File: src/rtl/arb_pkg.sv
// Shared types and defaults for the unified-memory port arbiter.
// State and owner encodings are visible to the top and its bench.
package arb_pkg;

  typedef enum logic [1:0] {
    IDLE    = 2'd0,
    BUSY_IF = 2'd1,
    BUSY_DM = 2'd2,
    RESP    = 2'd3
  } arb_state_e;

  typedef enum logic {
    OWN_IF = 1'b0,
    OWN_DM = 1'b1
  } arb_owner_e;

  localparam int ARB_AW         = 32;
  localparam int ARB_DW         = 32;
  localparam int ARB_STARVE_MAX = 4;
  localparam int ARB_TIMEOUT    = 64;

endpackage

File: src/rtl/arb_timeout_timer.sv
// Busy-cycle counter; expire flags the last allowed cycle of an access.
// Clears itself on expiry so the next access starts from zero.
module arb_timeout_timer #(
  parameter int TIMEOUT = 64
) (
  input  logic clk,
  input  logic rst,
  input  logic clr,
  input  logic en,
  output logic expire
);

  localparam int TW = (TIMEOUT > 1) ? $clog2(TIMEOUT) : 1;

  logic [TW-1:0] cnt_q;
  logic [TW-1:0] cnt_d;

  assign expire = en & (cnt_q == TW'(TIMEOUT - 1));

  always_comb begin
    cnt_d = cnt_q;
    if (clr || expire) begin
      cnt_d = '0;
    end else if (en) begin
      cnt_d = cnt_q + TW'(1);
    end
  end

  always_ff @(posedge clk) begin
    if (rst) begin
      cnt_q <= '0;
    end else begin
      cnt_q <= cnt_d;
    end
  end

endmodule

File: src/rtl/mem_port_arbiter.sv
// Shares one single-port memory between fetch and data requesters.
// Data has priority; a starvation counter forces fetch through.
module mem_port_arbiter
  import arb_pkg::*;
#(
  parameter int AW         = ARB_AW,
  parameter int DW         = ARB_DW,
  parameter int STARVE_MAX = ARB_STARVE_MAX,
  parameter int TIMEOUT    = ARB_TIMEOUT
) (
  input  logic          clk,
  input  logic          rst,
  input  logic          if_req,
  input  logic [AW-1:0] if_addr,
  output logic          if_rvalid,
  output logic [DW-1:0] if_rdata,
  input  logic          dm_req,
  input  logic          dm_we,
  input  logic [AW-1:0] dm_addr,
  input  logic [DW-1:0] dm_wdata,
  output logic          dm_rvalid,
  output logic [DW-1:0] dm_rdata,
  output logic          mem_req,
  output logic          mem_we,
  output logic [AW-1:0] mem_addr,
  output logic [DW-1:0] mem_wdata,
  input  logic          mem_ready,
  input  logic [DW-1:0] mem_rdata,
  output logic          stall,
  output logic          timeout_err
);

  localparam int SW = $clog2(STARVE_MAX + 1);

  arb_state_e    state_q, state_d;
  arb_owner_e    owner_q, owner_d;
  logic          mem_req_q, mem_req_d;
  logic          mem_we_q, mem_we_d;
  logic [AW-1:0] mem_addr_q, mem_addr_d;
  logic [DW-1:0] mem_wdata_q, mem_wdata_d;
  logic          if_rvalid_q, if_rvalid_d;
  logic          dm_rvalid_q, dm_rvalid_d;
  logic [DW-1:0] if_rdata_q, if_rdata_d;
  logic [DW-1:0] dm_rdata_q, dm_rdata_d;
  logic [SW-1:0] starve_q, starve_d;
  logic          terr_q, terr_d;

  logic          busy;
  logic          tmo_expire;
  logic [DW-1:0] rd_data;

  assign busy = (state_q == BUSY_IF) | (state_q == BUSY_DM);

  arb_timeout_timer #(
    .TIMEOUT (TIMEOUT)
  ) u_tmr (
    .clk     (clk),
    .rst     (rst),
    .clr     (~busy | mem_ready),
    .en      (busy),
    .expire  (tmo_expire)
  );

  // A timed-out access returns zero data rather than bus garbage.
  assign rd_data = mem_ready ? mem_rdata : '0;

  always_comb begin
    state_d     = state_q;
    owner_d     = owner_q;
    mem_req_d   = mem_req_q;
    mem_we_d    = mem_we_q;
    mem_addr_d  = mem_addr_q;
    mem_wdata_d = mem_wdata_q;
    if_rvalid_d = 1'b0;
    dm_rvalid_d = 1'b0;
    if_rdata_d  = if_rdata_q;
    dm_rdata_d  = dm_rdata_q;
    starve_d    = starve_q;
    terr_d      = terr_q;
    unique case (state_q)
      IDLE: begin
        if (dm_req && (!if_req || starve_q < SW'(STARVE_MAX))) begin
          state_d     = BUSY_DM;
          owner_d     = OWN_DM;
          mem_req_d   = 1'b1;
          mem_we_d    = dm_we;
          mem_addr_d  = dm_addr;
          mem_wdata_d = dm_wdata;
          if (!if_req) begin
            starve_d = '0;
          end else if (starve_q != SW'(STARVE_MAX)) begin
            starve_d = starve_q + SW'(1);
          end
        end else if (if_req) begin
          state_d     = BUSY_IF;
          owner_d     = OWN_IF;
          mem_req_d   = 1'b1;
          mem_we_d    = 1'b0;
          mem_addr_d  = if_addr;
          mem_wdata_d = '0;
          starve_d    = '0;
        end else begin
          starve_d = '0;
        end
      end
      BUSY_IF, BUSY_DM: begin
        if (mem_ready || tmo_expire) begin
          state_d   = RESP;
          mem_req_d = 1'b0;
          terr_d    = terr_q | ~mem_ready;
          if (owner_q == OWN_IF) begin
            if_rvalid_d = 1'b1;
            if_rdata_d  = rd_data;
          end else begin
            dm_rvalid_d = 1'b1;
            dm_rdata_d  = mem_we_q ? '0 : rd_data;
          end
        end
      end
      RESP: begin
        state_d = IDLE;
      end
      default: begin
        state_d = IDLE;
      end
    endcase
  end

  always_ff @(posedge clk) begin
    if (rst) begin
      state_q     <= IDLE;
      owner_q     <= OWN_IF;
      mem_req_q   <= 1'b0;
      mem_we_q    <= 1'b0;
      mem_addr_q  <= '0;
      mem_wdata_q <= '0;
      if_rvalid_q <= 1'b0;
      dm_rvalid_q <= 1'b0;
      if_rdata_q  <= '0;
      dm_rdata_q  <= '0;
      starve_q    <= '0;
      terr_q      <= 1'b0;
    end else begin
      state_q     <= state_d;
      owner_q     <= owner_d;
      mem_req_q   <= mem_req_d;
      mem_we_q    <= mem_we_d;
      mem_addr_q  <= mem_addr_d;
      mem_wdata_q <= mem_wdata_d;
      if_rvalid_q <= if_rvalid_d;
      dm_rvalid_q <= dm_rvalid_d;
      if_rdata_q  <= if_rdata_d;
      dm_rdata_q  <= dm_rdata_d;
      starve_q    <= starve_d;
      terr_q      <= terr_d;
    end
  end

  assign mem_req     = mem_req_q;
  assign mem_we      = mem_we_q;
  assign mem_addr    = mem_addr_q;
  assign mem_wdata   = mem_wdata_q;
  assign if_rvalid   = if_rvalid_q;
  assign dm_rvalid   = dm_rvalid_q;
  assign if_rdata    = if_rdata_q;
  assign dm_rdata    = dm_rdata_q;
  assign timeout_err = terr_q;

  assign stall = (if_req & ~if_rvalid_q) | (dm_req & ~dm_rvalid_q);

endmodule

File: config.mk
export PLATFORM = sky130hd
export DESIGN_NAME = mem_port_arbiter
export DESIGN_NICKNAME = d
export VERILOG_FILES = /design/src/rtl/arb_pkg.sv /design/src/rtl/arb_timeout_timer.sv /design/src/rtl/mem_port_arbiter.sv
export SDC_FILE = /design/constraint.sdc
export NUM_CORES = 1
export LEC_CHECK = 0
export CORE_MARGIN = 5
export CORE_UTILIZATION = 41
export CTS_CLUSTER_SIZE = 14
export DETAILED_ROUTE_END_ITERATION = 6
export PLACE_DENSITY = 0.8
export REMOVE_ABC_BUFFERS = 1
export SETUP_SLACK_MARGIN = 0.3
export SYNTH_ARGS = -nofsm -noshare
export SYNTH_HDL_FRONTEND = slang
export SYNTH_SLANG_ARGS = --single-unit
File: constraint.sdc
create_clock -name clk -period 2.2 [get_ports clk]
set_input_delay 0.33 -clock clk [delete_from_list [all_inputs] [get_ports clk]]
set_output_delay 0.33 -clock clk [all_outputs]
set_load 0.03 [all_outputs]
==> impl_results.rst <==
.. list-table::
   :header-rows: 1

   * - Metric
     - Value
   * - Final critical-path setup slack
     - 382 ps
   * - Area Growth Syn to Fin
     - 59.1%
   * - Combinational power share
     - 38.9%
   * - Standard cell area after detailed placement
     - 8530 µm²
   * - Most used DFF post-synth
     - sky130_fd_sc_hd__dfxtp_1
   * - Min Clock Period, post-route
     - 1820 ps
   * - Count of input and output buffers
     - 267
   * - Worst Setup End Kind
     - output port
   * - 1st-pass router iterations
     - 4
   * - Maximum clock frequency
     - 550 MHz
   * - Count of routing violations after the opening detailed-route iteration
     - 373
   * - Worst setup timing slack at the placement stage
     - 242 ps
   * - Worst path cell trace
     - clkdlybuf4s50_1
   * - Tcrit/Tclk final
     - 82.6%
   * - Type of the most critical hold path
     - primary input to flip-flop
   * - Total number of nets in the final design
     - 1017
   * - Net Sw Frac
     - 36.8%
   * - Internal Dissipation
     - 6.35 mW
   * - Root buf cell
     - sky130_fd_sc_hd__clkbuf_16
   * - Normalized max-slew margin
     - 73.3%
   * - DPL Wire Length
     - 12.5 mm
   * - Part of the total power dissipated in the clock network
     - 28.0%
   * - Largest net degree at the start of global routing
     - 66
   * - Ratio of cells with drive above 1 in the final layout
     - 6.96%
   * - Critical Path Source Type
     - flip-flop
   * - Top Ports
     - 268
   * - TritonCTS clock tree
     - done
   * - Number of register bits inferred by synthesis
     - 145
   * - Routed vias
     - 5453
   * - Unique cell type count in the Yosys netlist
     - 41
   * - Fraction of the yosys area taken by sequential cells
     - 50.6%
   * - Antenna cell count
     - 0
   * - Global-route wire length before repair
     - 26.7 mm
   * - Delay-heaviest family, CP
     - buffers and inverters
   * - Mapped Area
     - 5730 µm²
   * - Residual DRC
     - 0
   * - Area of all placed cells without fillers
     - 9120 µm²
   * - Crit Path Category
     - flip-flop to output port
   * - Core region area
     - 13800 µm²
   * - Post-synth EDFFs
     - 0
   * - Total overflow reported by the global router
     - 0
   * - Data required time of the critical path
     - 1870 ps
   * - Global-route usage over all layers
     - 20.4%
   * - Placer's final routability congestion estimate
     - 0.806
   * - Data arrival time of the critical path
     - 1490 ps
   * - Count of H-tree levels built during CTS
     - 4
   * - Final Setup Violations
     - 0
   * - # fillers
     - 1179
   * - Total number of placement rows
     - 43
   * - # placed instances
     - 1039
   * - Number of cells produced by synthesis
     - 631
   * - Slowest cell on the critical path
     - sky130_fd_sc_hd__clkdlybuf4s50_1
   * - Max rail drop VDD
     - 0.559 mV
   * - Die outline width
     - 128 µm
   * - Biggest fanout along the worst timing path
     - 2
   * - Final wirelength
     - 17.4 mm
   * - DR vias/cell
     - 5.09
   * - Routed wire length per instance
     - 16.3 µm
   * - Bufs and invs on worst path
     - 1
   * - Clock buffer count from CTS
     - 17
   * - Number of hold violations in the final report
     - 0
   * - Total of max-cap violations
     - 0
   * - Share of flip-flops with an asynchronous set or reset after synthesis
     - 0%
   * - Clock Skew
     - 9.85 ps
   * - Die extent in y
     - 128 µm
   * - CTS clock-pin slew for the worst setup and hold paths
     - 60 ps
   * - Remaining antenna violation count
     - 0
   * - Vias in the first global route
     - 5188
   * - Synth warn
     - 0
   * - # Post-CTS Setup Buffers
     - 0
   * - Hold buffers post-CTS
     - 0
   * - Non-filler cells in the finished layout
     - 1071
   * - Transition at the pin with the smallest max-transition slack
     - 400 ps
   * - Slew Limit Fails
     - 0
   * - Buffers from clock root to sink, at most
     - 2
   * - Number of antenna violations at the first check in global routing
     - 0
   * - Worst-case register-to-register setup slack
     - 520 ps
   * - Number of sinks on the clock net
     - 145
   * - Unrepaired setup endpoints after global routing
     - no
   * - Power per cell area
     - 1100 nW/µm²
   * - Pleak
     - 3.39 nW
   * - DIE AREA
     - 16500 µm²
   * - Clock latency on the worst-skew pair
     - 410 ps
   * - Initial core utilization
     - 41.6%
   * - Net Switching
     - 3.69 mW
   * - Portion of total power attributed to sequential cells
     - 33.1%
   * - Status
     - completed
   * - Average size of a mapped cell
     - 9.09 µm²
   * - Critical Path Max Stage Delay
     - 730 ps
[layer usage]
layer  wire length [µm]  vias up  track usage (%)  share of wire (%)
met5                  0        -                0                  0
met4                361        0             7.62                2.1
met3               1990       30             9.00                 11
met2               8120      218             33.1                 47
met1               6960     2516             23.9                 40
li1                   -     2689                -                  -
[cell usage in the layout (no fill, tap or decap), drive strengths merged, types with 4 or more instances in the layout]
cell / instances
a211oi: 33
nand2b: 37
ha: 5
o21ai: 66
a22oi: 33
buf: 18
clkinv: 4
nor2: 80
nand3: 36
inv: 12
nor3: 6
nand2: 38
dfxtp: 145
a21oi: 36
mux2i: 33
clkdlybuf4s50: 264
clkbuf: 20
[power by group through the flow]
stage / combinational [mW] / clock (mW) / sequential (mW)
after floorplan: 1.26 / 0 / 4.23
after global placement: 3.88 / 0 / 3.37
after detailed placement: 3.91 / 0 / 3.39
after CTS: 3.93 / 2.88 / 3.33
after global routing: 4.20 / 3.01 / 3.39
final: 3.90 / 2.81 / 3.33
[per-stage QoR]
step / hold WS [ps] / TNS, ps / util (%) / total power, mW
3_5_place_dp: 438 / 0 / 62.0 / 7.30
4_1_cts: 325 / 0 / 66.2 / 10.1
5_1_grt: 348 / 0 / 66.2 / 10.6
6_report: 341 / 0 / 66.2 / 10.0
3_3_place_gp: 435 / 0 / 62.0 / 7.25
2_1_floorplan: 399 / -34890 / - / 5.49
[worst paths after layout]
check / to / from / cells past startpoint
setup / recovery: mem_wdata[19] / mem_wdata[19] / 1
hold reg to reg: u_tmr.cnt_q[0] / u_tmr.cnt_q[0] / 1
setup reg to reg: dm_rdata[24] / state_q[0] / 7
hold / removal: if_rdata[5] / rst / 2
[Yosys cell counts, drive strengths merged, types with 2 or more instances]
cell type,n,share of area [%]
a21oi,36,3.1
dfxtp,145,51
clkbuf,22,1.4
o21ai,66,5.8
xor2,3,0.46
and3,3,0.41
ha,5,1.1
nand2b,37,4.2
and2,2,0.24
a22oi,33,4.3
inv,7,0.46
a211oi,33,4.3
nor2,80,5.3
nand2,38,2.5
nand3,36,3.1
buf,33,4.1
mux2i,33,5.8
nor3,6,0.61
[flip-flops by register name (all words and copies together) (netlist names)]
| signal | count |
|---|---|
| owner_q | 1 |
| mem_wdata | 32 |
| mem_we | 1 |
| if_rvalid | 1 |
| timeout_err | 1 |
| mem_req | 1 |
| dm_rvalid | 1 |
| if_rdata | 32 |
| u_tmr.cnt_q | 6 |
| starve_q | 3 |
| mem_addr | 32 |
| dm_rdata | 32 |
| state_q | 2 |
[final cells by class]
type,instances,area (µm²),area share (%)
Tap cell,180,225,2.47
Inverter,7,26.3,0.288
Clock buffer,20,467,5.12
Timing Repair Buffer,283,2870,31.5
Multi-Input combinational cell,424,2510,27.5
Sequential cell,145,2900,31.8
Clock inverter,12,120,1.32
[what timing repair did]
action / CTS / global route
endpoints found under the setup margin: 1 / 10
gates cloned: 0 / 0
resized for setup: 1 / 1
[logic make-up (layout without fill, tap and decap cells)]
kind of cell	Yosys count	in the layout	share of synthesized area (%)
buf+inv	62	322	6.04
compound gates	175	175	18.8
mux	34	34	5.96
xor+xnor	4	4	0.611
fa+ha+maj	5	5	1.09
simple gates	206	206	16.8
flops	145	145	50.6
No activity file was read; power rests on OpenSTA's default activity.
